==> config.mk <==
export PLATFORM = sky130hd
export DESIGN_NAME = neander_control
export DESIGN_NICKNAME = d
export VERILOG_FILES = /design/src/rtl/neander_pkg.sv /design/src/rtl/neander_control.sv
export SDC_FILE = /design/constraint.sdc
export NUM_CORES = 1
export LEC_CHECK = 0
export BUFFER_PORTS_ARGS = -buffer_cell sky130_fd_sc_hd__buf_4
export CAP_MARGIN = 10
export CORE_MARGIN = 5
export CORE_UTILIZATION = 44
export DETAILED_ROUTE_END_ITERATION = 10
export PLACE_DENSITY = 0.75
export SLEW_MARGIN = 10
export SYNTH_ARGS = -nofsm -noshare
export SYNTH_HDL_FRONTEND = slang
export SYNTH_SLANG_ARGS = --single-unit
==> constraint.sdc <==
create_clock -name clk -period 1.64 [get_ports clk]
set_clock_uncertainty 0.2 [all_clocks]
set_input_delay 0.164 -clock clk [delete_from_list [all_inputs] [get_ports clk]]
set_output_delay 0.164 -clock clk [all_outputs]
set_load 0.005 [all_outputs]
==> src/rtl/neander_pkg.sv <==
// Shared definitions for the Neander processor: opcodes, ULA operation
// codes, control FSM states and opcode classification helpers.
package neander_pkg;

  // Instruction opcodes (upper nibble of the instruction byte)
  localparam logic [3:0] OP_NOP = 4'h0;
  localparam logic [3:0] OP_STA = 4'h1;
  localparam logic [3:0] OP_LDA = 4'h2;
  localparam logic [3:0] OP_ADD = 4'h3;
  localparam logic [3:0] OP_OR  = 4'h4;
  localparam logic [3:0] OP_AND = 4'h5;
  localparam logic [3:0] OP_NOT = 4'h6;
  localparam logic [3:0] OP_JMP = 4'h8;
  localparam logic [3:0] OP_JN  = 4'h9;
  localparam logic [3:0] OP_JZ  = 4'hA;
  localparam logic [3:0] OP_HLT = 4'hF;

  // ULA operation select codes
  localparam logic [2:0] ULA_ADD   = 3'b000;
  localparam logic [2:0] ULA_OR    = 3'b001;
  localparam logic [2:0] ULA_AND   = 3'b010;
  localparam logic [2:0] ULA_NOT   = 3'b011;
  localparam logic [2:0] ULA_PASSY = 3'b100;

  typedef enum logic [3:0] {
    S_FETCH_ADDR = 4'd0,
    S_FETCH_READ = 4'd1,
    S_FETCH_IR   = 4'd2,
    S_DECODE     = 4'd3,
    S_OP_ADDR    = 4'd4,
    S_OP_READ    = 4'd5,
    S_EA         = 4'd6,
    S_DATA_READ  = 4'd7,
    S_EXEC       = 4'd8,
    S_STORE_LD   = 4'd9,
    S_STORE_WR   = 4'd10,
    S_JUMP       = 4'd11,
    S_SKIP       = 4'd12,
    S_HALT       = 4'd13
  } state_t;

  // Opcodes that always fetch an address operand byte after the opcode
  function automatic logic needs_operand(input logic [3:0] op);
    return (op == OP_STA) || (op == OP_LDA) || (op == OP_ADD) ||
           (op == OP_OR)  || (op == OP_AND) || (op == OP_JMP);
  endfunction

  // Opcodes whose operand byte is a jump target rather than a data address
  function automatic logic is_jump(input logic [3:0] op);
    return (op == OP_JMP) || (op == OP_JN) || (op == OP_JZ);
  endfunction

  // ULA operation used when the accumulator is written back
  function automatic logic [2:0] ula_op(input logic [3:0] op);
    logic [2:0] sel;
    case (op)
      OP_OR:   sel = ULA_OR;
      OP_AND:  sel = ULA_AND;
      OP_NOT:  sel = ULA_NOT;
      OP_LDA:  sel = ULA_PASSY;
      default: sel = ULA_ADD;
    endcase
    return sel;
  endfunction

endpackage

==> src/rtl/neander_control.sv <==
// Neander control unit: Moore FSM sequencing fetch, decode and execute of
// one instruction at a time, plus a count of decoded instructions.
// Control outputs decode from the state register only (run gates the fetch
// address load, opcode selects the ULA operation in S_EXEC).
// dbg_state exposes the current state for checkers.
module neander_control
  import neander_pkg::*;
#(
  parameter int CNT_W = 16
) (
  input  logic             clk,
  input  logic             rst,
  input  logic             run,
  input  logic [3:0]       opcode,
  input  logic             n_flag,
  input  logic             z_flag,
  output logic             pc_load,
  output logic             pc_inc,
  output logic             rem_load,
  output logic             rem_sel,
  output logic             rdm_load,
  output logic             rdm_sel,
  output logic             mem_write,
  output logic             ri_load,
  output logic             ac_load,
  output logic             nz_load,
  output logic [2:0]       sel_ula,
  output logic             halted,
  output logic [CNT_W-1:0] instr_count,
  output logic [3:0]       dbg_state
);

  state_t           state_q, state_d;
  logic [CNT_W-1:0] count_q, count_d;

  // Next-state and counter logic; flags are only looked at in S_DECODE
  always_comb begin
    state_d = state_q;
    count_d = count_q;
    case (state_q)
      S_FETCH_ADDR: if (run) state_d = S_FETCH_READ;
      S_FETCH_READ: state_d = S_FETCH_IR;
      S_FETCH_IR:   state_d = S_DECODE;
      S_DECODE: begin
        count_d = count_q + CNT_W'(1);
        case (opcode)
          OP_NOT:  state_d = S_EXEC;
          OP_HLT:  state_d = S_HALT;
          OP_JN:   state_d = n_flag ? S_OP_ADDR : S_SKIP;
          OP_JZ:   state_d = z_flag ? S_OP_ADDR : S_SKIP;
          default: state_d = needs_operand(opcode) ? S_OP_ADDR : S_FETCH_ADDR;
        endcase
      end
      S_OP_ADDR:    state_d = S_OP_READ;
      S_OP_READ:    state_d = is_jump(opcode) ? S_JUMP : S_EA;
      S_EA:         state_d = (opcode == OP_STA) ? S_STORE_LD : S_DATA_READ;
      S_DATA_READ:  state_d = S_EXEC;
      S_STORE_LD:   state_d = S_STORE_WR;
      S_EXEC, S_STORE_WR, S_JUMP, S_SKIP: state_d = S_FETCH_ADDR;
      S_HALT:       state_d = S_HALT;
      default:      state_d = S_FETCH_ADDR;
    endcase
  end

  // State and counter registers, cleared asynchronously by reset
  always_ff @(posedge clk or negedge rst) begin
    if (!rst) begin
      state_q <= S_FETCH_ADDR;
      count_q <= '0;
    end else begin
      state_q <= state_d;
      count_q <= count_d;
    end
  end

  // Moore output decode: everything low / ULA_ADD unless the state asserts it
  always_comb begin
    pc_load   = 1'b0;
    pc_inc    = 1'b0;
    rem_load  = 1'b0;
    rem_sel   = 1'b0;
    rdm_load  = 1'b0;
    rdm_sel   = 1'b0;
    mem_write = 1'b0;
    ri_load   = 1'b0;
    ac_load   = 1'b0;
    nz_load   = 1'b0;
    sel_ula   = ULA_ADD;
    halted    = 1'b0;
    case (state_q)
      S_FETCH_ADDR: rem_load = run;
      S_FETCH_READ: begin rdm_load = 1'b1; pc_inc = 1'b1; end
      S_FETCH_IR:   ri_load = 1'b1;
      S_OP_ADDR:    rem_load = 1'b1;
      S_OP_READ:    begin rdm_load = 1'b1; pc_inc = 1'b1; end
      S_EA:         begin rem_load = 1'b1; rem_sel = 1'b1; end
      S_DATA_READ:  rdm_load = 1'b1;
      S_EXEC: begin
        ac_load = 1'b1;
        nz_load = 1'b1;
        sel_ula = ula_op(opcode);
      end
      S_STORE_LD:   begin rdm_load = 1'b1; rdm_sel = 1'b1; end
      S_STORE_WR:   mem_write = 1'b1;
      S_JUMP:       pc_load = 1'b1;
      S_SKIP:       pc_inc = 1'b1;
      S_HALT:       halted = 1'b1;
      default:      ;
    endcase
  end

  assign instr_count = count_q;
  assign dbg_state   = state_q;

endmodule

* Yosys cells after proc, flatten, opt, wreduce, memory -nomap -nowiden
Index checks and enable logic that the tools add are counted.
** Storage, ports and cells
- Flip-flop bits (word level) :: 20
- Bits in latches :: 0
- RAM bits :: 0
- Memory bits (read-only) :: 0
- Input port bits :: 9
- Output and inout bits :: 34
- Word-level logic and storage cells :: 58
- Memories :: 0
** Cells by class
- $add $sub $neg :: 1
- Multipliers :: 0
- Div/mod/pow operators :: 0
- Order comparisons :: 0
- Eq/ne operators :: 24
- Shift-type cells :: 0
- Multiplexer cells :: 20
- Bitwise gates (word level) :: 0
- Reduce and logical (&&, ||, !) cells :: 11
** Operators by type and width (count)
- == test 4 bit, second input constant :: 10
- case mux 4 bit (10 select lines) :: 1
- == test 4 x 3 -> 1 bit, second input constant :: 7
- two-way mux 4 bit :: 5
- adder 16 x 1 -> 16 bit, second input constant :: 1
- == test 4 x 2 -> 1 bit, second input constant :: 4
- case mux 4 bit (4 select lines) :: 1
- case mux 3 bit (4 select lines) :: 1
- two-way mux 1 bit :: 9
- == test 4 x 1 -> 1 bit, second input constant :: 2
- logical OR 1 bit :: 7
- two-way mux 3 bit :: 2
- zero test 4 bit :: 1
- OR reduction 4 bit :: 1
- OR reduction 3 bit :: 1
- inequality test 2 bit, second input constant :: 1
- case mux 1 bit (2 select lines) :: 1
- OR reduction 2 bit :: 1

* Longest topological paths before layout
Gate-level depths: netlist (run 1).
- Depth after elaboration :: 9
- Depth in mapped cells :: 5

* Worst setup path before layout (run 1)
OpenSTA, ideal clock, no wires.
- Kind :: reg2reg
- Start :: register state_q[3], in the netlist dbg_state[3]
- End :: register count_q[13], in the netlist instr_count[13]
- Library setup time :: 0.124 ns
- Arrival :: 1.428 ns
- Path slack :: -0.112 ns
- Cell stages (with the launch flop) :: 6
- Path buffers :: 1
- Cell sequence :: dfrtp_1 and4bb_1 buf_4 nand4_4 or3b_1 xnor2_1
** Between the ends
- Cells in the longest elaborated chain, start to end :: 1
** Ends and longest elaborated chain
- start, declared :: line neander_control.sv:33 : state_t state_q, state_d;
- start signal, assigned :: line neander_control.sv:71 : state_q <= state_d;
- == test 4 x 2 -> 1 bit :: line neander_control.sv:40 : case (state_q)
- end signal, assigned :: line neander_control.sv:72 : count_q <= count_d;
- end, declared :: line neander_control.sv:34 : logic [CNT_W-1:0] count_q, count_d;
No other way between the ends.
A chain may end at the register's enable or synchronous reset.

* Final worst setup path (run 1)
- Start :: register state_q[2], in the netlist dbg_state[2]
- End :: output port sel_ula[0]
** Between the ends
- Cells in the longest elaborated chain, start to end :: 2
** Ends and longest elaborated chain
- == test 4 bit :: line neander_control.sv:90 : case (state_q)
- two-way mux 3 bit :: line neander_control.sv:90
- end, declared :: line neander_control.sv:27 : output logic [2:0] sel_ula,
No other way between the ends.

==> results of run 1 <==
logic make-up after synthesis:
logic type	Yosys count	share of synthesized area
and+or+nand+nor	63	0.304
muxes	1	0.00925
AOI/OAI and AO/OA	21	0.101
adders and majority gates	1	0.0103
buffers and inverters	14	0.0493
DFF	20	0.411
xor gates and xnor gates	16	0.115
placed cells by master (no fill, tap or decap), drive strengths merged, types with 4 or more instances in the layout:
cell type,n
a21oi,7
and3,4
buf,74
clkbuf,4
dfrtp,20
nand2,11
nand2b,7
nand4,6
nor2,11
nor3,5
o21ai,6
xnor2,13
sequential cells by signal, indices dropped and copies added, names as in the netlist:
register	flops
dbg_state	4
instr_count	16
timing repair:
| item | 4_1_cts | 5_1_grt |
|---|---|---|
| buffers inserted | 7 | 10 |
| gates resized for setup | 28 | 22 |
| hold buffers | 1 | 0 |
| endpoints found under the hold margin | 20 | 0 |
| gates cloned | 0 | 1 |
| setup endpoints to repair | 15 | 29 |
| pin swaps | 9 | 9 |
critical path: stages (launching register included):
cell      delay (ns)
dfrtp_1         0.41
nand2b_4        0.15
or3_4           0.37
nor4b_4         0.21
buf_4           0.14
metrics by stage:
step	total power [mW]	cells	cell area, um2
3_5_place_dp	1.84	217	1670
5_1_grt	2.89	236	2050
6_report	2.70	236	2050
3_3_place_gp	1.82	217	1670
4_1_cts	2.40	228	1880
2_1_floorplan	1.29	136	1230
final timing paths:
| kind | start | slack [ns] | to |
|---|---|---|---|
| min in group clk | opcode[1] | 0.07 | dbg_state[3] |
| worst min-delay path | rst | 0.06 | instr_count[1] |
| worst max-delay path | dbg_state[2] | -0.31 | sel_ula[0] |
| max in group asynchronous | rst | 0.97 | dbg_state[0] |
| worst min register to register | instr_count[15] | 0.28 | instr_count[15] |
| worst max register to register | dbg_state[2] | -0.21 | instr_count[13] |
power by group through the flow:
stage | Clock (mW) | Sequential, mW | Combinational [mW]
after CTS | 0.241 | 0.703 | 1.46
after floorplan | 0 | 0.731 | 0.562
after global routing | 0.273 | 0.718 | 1.90
final | 0.234 | 0.701 | 1.76
after global placement | 0 | 0.696 | 1.12
after detailed placement | 0 | 0.704 | 1.14
metal layers:
metal / wire length, um / vias up / part of all wire
met4: 55 / 0 / 0.016
met1: 1340 / 612 / 0.40
met2: 1790 / 45 / 0.53
li1: - / 616 / -
met5: 0 / - / 0
met3: 196 / 7 / 0.058
layout make-up:
| cell class | count | area share |
|---|---|---|
| repair buffers | 76 | 0.312 |
| clock buffers | 3 | 0.0110 |
| multi-input cells | 102 | 0.405 |
| inverters | 4 | 0.00915 |
| well taps | 31 | 0.0189 |
| flip-flops and latches | 20 | 0.244 |
==> impl_results.md, run 1 <==
* Status: finished with violations
* Failing checks: setup timing
* Initial antenna violation count at 0
* Hold WC Path Type: primary input to async pin
* Layout fillers at slightly below 200
* Final Hold Fails at 0
* GRT Residual Overflow at 0
* Cell with the most instances after synthesis: dfrtp_1
* HPWL Detailed at about 2300 um
* Worst Setup Slack, final at -0.311 ns
* GR Util All Layers at 0.170
* Reg2Reg Depth at 5
* Die W at 62.6 um
* # IOs at 43
* IO buf count at 42
* Distinct cells, synth at 35
* Met1 Resource Use GR at 0.195
* # rows at 19
* Max clock buf depth at 2
* Logic pwr share at 0.654
* GPL Wtd Cong at between 0.8 and 0.9
* Setup WS pre-CTS at -0.0342 ns
* Switching pwr at about 1.0 mW
* Fmax achieved at roughly 0.5 GHz
* CP max FO at 4
* CP Data Required Time at approximately 1.3 ns
* RSZ-0062 raised after global routing: yes
* Sequential Power Share at 0.260
* Multi-input gate area at roughly 830 um2
* Mapped Area at roughly 0.0012 mm2
* Worst-Skew Late Latency at 0.30 ns
* Num Clock Sinks at 20
* Worst slew pin tran at 0.291 ns
* Final setup violation count at 25
* Avg Inst Size Synth at around 9.0 um2
* Sw Share at 0.381
* Grt met2 use at 0.291
* Layout cell share with drive strength beyond 1 at 0.522
* Leak pwr at approximately 0.96 nW
* Syn nets at between 100 and 150
* CP Capture Type: primary output
* Antenna viol nets, final at 0
* Vias at around 1,300
* Slew margin rel. at 0.806
* Met3 global-route usage at 0.0468
* IR drop worst, VDD at approximately 1.1 mV
* Primary FF master, synth: dfrtp_1
* CTS Buf Count at 3
* Share of the yosys chip area belonging to registers at 0.411
* Busiest layer in global routing: met2
* Drc violations at 0
* Internal at roughly 1.7 mW
* Finished Core Util at 0.757
* Syn Inst Count at about 140
* Leading area contributor after synthesis: dfrtp_1
* FF/Latch Area at about 500 um2
* H-tree depth reported by CTS at 1
* ANT cells at 0
* Core Area at about 0.0027 mm2
* Final setup TNS at -3.47 ns
* Initial core utilization at 0.449
* Post-synth top area share at 0.411
* Largest net degree at the start of global routing at 21
* Routed length per instance at ~14 um
* Post-synthesis register bit count at 20
* Die area at about 0.0039 mm2
* Area contributors post-synth: dfrtp_1 41%, xnor2_1 9.4%, nand2b_1 3.6%
* Vias in the first global route at 1,274
* Number of synthesized flops with an enable pin at 0
* Clock share of power at 0.087
* Via density at 5.42
* Final WL at approximately 3400 um
* Hold slack at roughly 0.06 ns
* Top post-synthesis cells by count: 20 x dfrtp_1, 13 x xnor2_1, 11 x nand2_1, 11 x nor2_1, 8 x clkbuf_1
* Final net count at approximately 220
* WS Path Type: flip-flop to primary output
* Final Slew Violations at 0
* First-pass GRT wire length at approximately 5500 um
* Router iterations before antenna repair at 4
* Max_cap viols at 0
* Minimum clock period at between 1.5 and 2 ns
* CTS tree: built
* 1st-iter DRT viols at between 40 and 50
* Root Driver: clkbuf_4
* Area delta synth->final at 68.4%
* Worst-path clk slew at approximately 0.11 ns
* Async SR Flop Fraction at 1.00
* Data arrival time at the worst-slack endpoint at approximately 1.6 ns
* Worst Setup Start Kind: flip-flop
* P per Cell Area at between 1000 and 1500 mW/mm2
* Ys Warns at 0
* Period utilisation layout at 1.19
* DIE HEIGHT at ~63 um
(Power assumes the default switching activity.)
==> run 2, diff against run 1 <==
--- a/config.mk
+++ b/config.mk
@@ -11,6 +11,7 @@
 export CORE_UTILIZATION = 44
 export DETAILED_ROUTE_END_ITERATION = 10
 export PLACE_DENSITY = 0.75
+export SKIP_CTS_REPAIR_TIMING = 1
 export SLEW_MARGIN = 10
 export SYNTH_ARGS = -nofsm -noshare
 export SYNTH_HDL_FRONTEND = slang
==> impl_results.md, run 2 (synthesis gave the netlist of run 1 again) <==
* Status: finished with violations
* Failing checks: setup timing
* Hold slack at 0.0493 ns (-0.0122 ns)
* Area delta synth->final at 66.8%
* HPWL Detailed at 2290 um (unchanged)
* Commonest non-fill, non-tap cell in the layout: buf_4
* Antenna viol nets, final at 0 (unchanged)
* Design area at 0.00203 mm2 (-0.98%)
* P per Cell Area at 1320 mW/mm2 (+0.22%)
* 1st-iter DRT viols at 40 (-18%)
* Routed length per instance at 14.4 um (+0.81%)
* Num Clock Sinks at 20 (unchanged)
* Layout cell share with drive strength beyond 1 at 0.525 (+0.00280)
* CTS tree: built
* Minimum clock period at 1.96 ns (+0.00868 ns)
* WS Path Type: flip-flop to primary output
* Critical path depth at 4 (unchanged)
* Slew margin rel. at 0.763 (-0.0434)
* CP Capture Type: primary output
* Die area at 0.00392 mm2 (unchanged)
* Final Hold Fails at 0 (unchanged)
* H-tree depth reported by CTS at 1 (unchanged)
* Leak pwr at 0.948 nW (-1.0%)
* Initial antenna violation count at 0 (unchanged)
* Placed inst area at 0.00167 mm2 (unchanged)
* Max clock buf depth at 2 (unchanged)
* Crit path cell chain: nand2b_4, or3_4, nor4b_4, buf_4
* IO buf count at 42 (unchanged)
* Reg2Reg Capture Point: instr_count[13]
* Setup WS pre-CTS at -0.0342 ns (unchanged)
* Largest net degree at the start of global routing at 21 (unchanged)
* R2R Setup Slk at -0.07 ns (+0.14 ns)
* ANT cells at 0 (unchanged)
* CP Data Required Time at 1.28 ns (about the same)
* Die W at 62.6 um (unchanged)
* Worst Setup EP: sel_ula[0]
* Fmax achieved at 0.510 GHz (-0.44%)
* CP max stage cell: dfrtp_1
* Hold WC Path Type: primary input to flip-flop
* GR Util All Layers at 0.159 (-0.0116)
* Worst Setup Start Kind: flip-flop
* DIE HEIGHT at 62.6 um (unchanged)
* Final setup violation count at 17 (-32%)
* # rows at 19 (unchanged)
* Buf/Inv on CP at 1 (unchanged)
* Worst Setup Slack, final at -0.320 ns (-0.00868 ns)
* Final Slew Violations at 0 (unchanged)
* Period utilisation layout at 1.19 (+0.00529)
* CP startpoint: dbg_state[2]
* CP max FO at 4 (unchanged)
* GRT Residual Overflow at 0 (unchanged)
* Final net count at 214 (-1.4%)
* CTS Buf Count at 3 (unchanged)
* Critical path's top delay family: simple AND/OR/NAND/NOR gates
* GPL Wtd Cong at 0.872 (unchanged)
* Reg-to-Reg Start: dbg_state[3]
* CP max stage delay at 0.42 ns (about the same)
* Vias at 1,282 (+0.16%)
* Drc violations at 0 (unchanged)
* Root Driver: clkbuf_4
* Initial core utilization at 0.449 (unchanged)
* # IOs at 43 (unchanged)
* Commonest non-fill, non-tap cells in the layout: 60 x buf_4, 19 x dfrtp_1, 12 x xnor2_1
* IR drop worst, VDD at 1.05 mV (-6.7%)
* Worst-path clk slew at 0.11 ns (about the same)
* Core Area at 0.00271 mm2 (unchanged)
* Max_cap viols at 0 (unchanged)
* Final WL at 3370 um (-0.47%)
* Router iterations before antenna repair at 4 (unchanged)
* RSZ-0062 raised after global routing: yes
* First-pass GRT wire length at 5220 um (-5.7%)
* Worst-Skew Late Latency at 0.31 ns (about the same)
* Data arrival time at the worst-slack endpoint at 1.60 ns (about the same)
* Reg2Reg Depth at 4 (-1)
* Vias in the first global route at 1,210 (-5.0%)
* Worst slew pin tran at 0.356 ns (+0.0651 ns)
* Max FFs per register at 16 (unchanged)
* Via density at 5.50 (+1.4%)
* Layout fillers at 191 (-3.0%)
[run 2: worst min path at each step]
stage	from	to	slack, ns	depth (start not counted)
after global placement	rst	instr_count[0]	-0.15	1
after global routing	opcode[1]	dbg_state[2]	0.07	3
after detailed placement	rst	instr_count[6]	-0.14	1
after CTS	rst	instr_count[6]	-0.48	1
final	opcode[1]	dbg_state[3]	0.05	3
after floorplan	rst	dbg_state[0]	-0.33	0
[run 2: final cells by class]
class                   count  area [um2]  share of cell area
multi-input cells         102         821               0.404
repair buffers             73         626               0.308
flip-flops and latches     20         502               0.247
well taps                  31        38.8              0.0191
clock buffers               3        22.5              0.0111
inverters                   4        21.3              0.0105
[run 2: stage by stage]
step	total power [mW]	cells	util	TNS, ns
6_report	2.68	233	0.749	-2.43
5_1_grt	2.85	233	0.749	-3.80
4_1_cts	2.08	220	0.626	-2.74
3_5_place_dp	1.84	217	0.618	-0.0792
3_3_place_gp	1.82	217	0.618	0
2_1_floorplan	1.29	136	-	-0.108
[run 2: per-layer routing]
| layer | GRT usage | routed length, um |
|---|---|---|
| met5 | 0 | 0 |
| met1 | 0.186 | 1370 |
| met4 | 0.0769 | 88 |
| met2 | 0.268 | 1730 |
| met3 | 0.0396 | 175 |
[run 2: worst min-delay path: stages]
cell     delay, ns
buf_4         0.14
a22oi_1       0.08
o22ai_1       0.12
[run 2: power by group]
group / total (mW) / internal [mW] / switching [mW]
clock: 0.237 / 0.0859 / 0.152
combinational: 1.74 / 0.975 / 0.763
sequential: 0.703 / 0.599 / 0.104
==> run 3, diff against run 2 <==
--- a/config.mk
+++ b/config.mk
@@ -11,6 +11,7 @@
 export CORE_UTILIZATION = 44
 export DETAILED_ROUTE_END_ITERATION = 10
 export PLACE_DENSITY = 0.75
+export RECOVER_POWER = 25
 export SKIP_CTS_REPAIR_TIMING = 1
 export SLEW_MARGIN = 10
 export SYNTH_ARGS = -nofsm -noshare
==> impl_results.md, run 3 (synthesis gave the netlist of run 1 again) <==
* Area delta synth->final at 66.6%
* Max_cap viols at 0 (unchanged)
* HPWL Detailed at 2290 um (unchanged)
* Met3 global-route usage at 0.0396 (unchanged)
* Worst-path clk slew at 0.11 ns (about the same)
* Initial antenna violation count at 0 (unchanged)
* Fmax achieved at 0.511 GHz (+0.17%)
* # rows at 19 (unchanged)
* Clock share of power at 0.088 (about the same)
* Routed length per instance at 14.4 um (-0.15%)
* R2R Setup Slk at -0.07 ns (about the same)
* Logic pwr share at 0.649 (about the same)
* Worst Setup Start Kind: flip-flop
* Final Hold Fails at 0 (unchanged)
* Via density at 5.50 (about the same)
* 1st-iter DRT viols at 30 (-25%)
* Hold WC Path Type: primary input to flip-flop
* # IOs at 43 (unchanged)
* Final Slew Violations at 0 (unchanged)
* Core Area at 0.00271 mm2 (unchanged)
* Num Clock Sinks at 20 (unchanged)
* IO buf count at 42 (unchanged)
* Crit path cell chain: nand2b_4, or3_4, nor4b_4, buf_4
* Drc violations at 0 (unchanged)
* Vias at 1,281 (-0.078%)
* IR drop worst, VDD at 1.05 mV (about the same)
* Data arrival time at the worst-slack endpoint at 1.59 ns (about the same)
* First-pass GRT wire length at 5220 um (unchanged)
* Max clock buf depth at 2 (unchanged)
* Slew margin rel. at 0.670 (-0.0932)
* Minimum clock period at 1.96 ns (-0.00323 ns)
* Die area at 0.00392 mm2 (unchanged)
* Failing checks: setup timing
* Design area at 0.00203 mm2 (-0.12%)
* H-tree depth reported by CTS at 1 (unchanged)
* CTS Buf Count at 3 (unchanged)
* Status: finished with violations
* GRT Residual Overflow at 0 (unchanged)
* Placed inst area at 0.00167 mm2 (unchanged)
* Worst slew pin tran at 0.495 ns (+0.140 ns)
* Leak pwr at 0.948 nW (about the same)
* CP Capture Type: primary output
* Switching pwr at 1.01 mW (-0.36%)
* Worst-Skew Late Latency at 0.30 ns (about the same)
* Finished Core Util at 0.748 (-0.000923)
* Layout cell share with drive strength beyond 1 at 0.525 (unchanged)
* Final WL at 3360 um (-0.15%)
* GPL Wtd Cong at 0.872 (unchanged)
* Grt met2 use at 0.268 (unchanged)
* Final setup violation count at 17 (unchanged)
* Max FFs per register at 16 (unchanged)
* Largest net degree at the start of global routing at 21 (unchanged)
* Final setup TNS at -2.40 ns (+0.0302 ns)
* Final net count at 214 (unchanged)
* Commonest non-fill, non-tap cell in the layout: buf_4
* Worst Setup Slack, final at -0.317 ns (+0.00323 ns)
* Period utilisation layout at 1.19 (-0.00197)
* Vias in the first global route at 1,210 (unchanged)
* CP Data Required Time at 1.28 ns (about the same)
* Met1 Resource Use GR at 0.186 (unchanged)
* Busiest layer in global routing: met2
* Sequential Power Share at 0.263 (about the same)
* GR Util All Layers at 0.159 (unchanged)
* Commonest non-fill, non-tap cells in the layout: 59 x buf_4, 19 x dfrtp_1, 12 x xnor2_1
* P per Cell Area at 1320 mW/mm2 (about the same)
* Router iterations before antenna repair at 4 (unchanged)
* Root Driver: clkbuf_4
* CP max stage cell: dfrtp_1
* Sw Share at 0.379 (-0.000720)
* Internal at 1.66 mW (about the same)
* Antenna viol nets, final at 0 (unchanged)
* CTS tree: built
* CP max stage delay at 0.41 ns (about the same)
* Die W at 62.6 um (unchanged)
* CP max FO at 4 (unchanged)
* WS Path Type: flip-flop to primary output
* RSZ-0062 raised after global routing: yes
* Initial core utilization at 0.449 (unchanged)
* ANT cells at 0 (unchanged)
* Layout fillers at 191 (unchanged)
* DIE HEIGHT at 62.6 um (unchanged)
run 3: cell types whose count changed in the layout (fill, tap and decap cells not counted), sizes merged:
cell,previous run,this run
buf,71,70
clkbuf,4,5
run 3: worst paths after layout:
check                                 from         endpoint  cells past startpoint
max                           dbg_state[2]       sel_ula[0]                      4
min                              opcode[1]     dbg_state[3]                      3
max reg2reg                   dbg_state[3]  instr_count[13]                      4
min reg2reg                instr_count[15]  instr_count[15]                      1
max in group asynchronous              rst     dbg_state[3]                      2
min in group asynchronous              rst   instr_count[6]                      2
run 3: per-stage QoR:
stage	cells	worst slack (ns)	hold WS, ns	total power, mW
after floorplan	136	-0.108	-0.332	1.29
after global placement	217	0.00125	-0.146	1.82
after detailed placement	217	-0.0342	-0.142	1.84
after CTS	220	-0.401	-0.479	2.08
after global routing	233	-0.393	0.0699	2.85
final	233	-0.317	0.0515	2.67
run 3: power by group through the flow:
stage          Clock, mW  Sequential [mW]  Combinational (mW)
2_1_floorplan          0            0.731               0.562
3_3_place_gp           0            0.696                1.12
3_5_place_dp           0            0.704                1.14
4_1_cts            0.241            0.695                1.15
5_1_grt            0.264            0.722                1.87
6_report           0.236            0.703                1.73
run 3: layout make-up:
type	instances	area (um2)	share of cell area
flip-flops and latches	20	502	0.247
well taps	31	38.8	0.0191
clock buffers	3	22.5	0.0111
repair buffers	73	623	0.307
multi-input cells	102	821	0.405
inverters	4	21.3	0.0105
run 3: critical path, delay by kind of cell, from the launching register on:
family | cells | cell delay, ns
AND/OR/NAND/NOR | 3 | 0.73
flip-flops | 1 | 0.41
buffers and inverters | 1 | 0.14
run 3: routing by layer:
layer  share of wire  wire length (um)
met3           0.052               176
met1            0.40              1360
met4           0.021                72
met2            0.52              1760
met5               0                 0
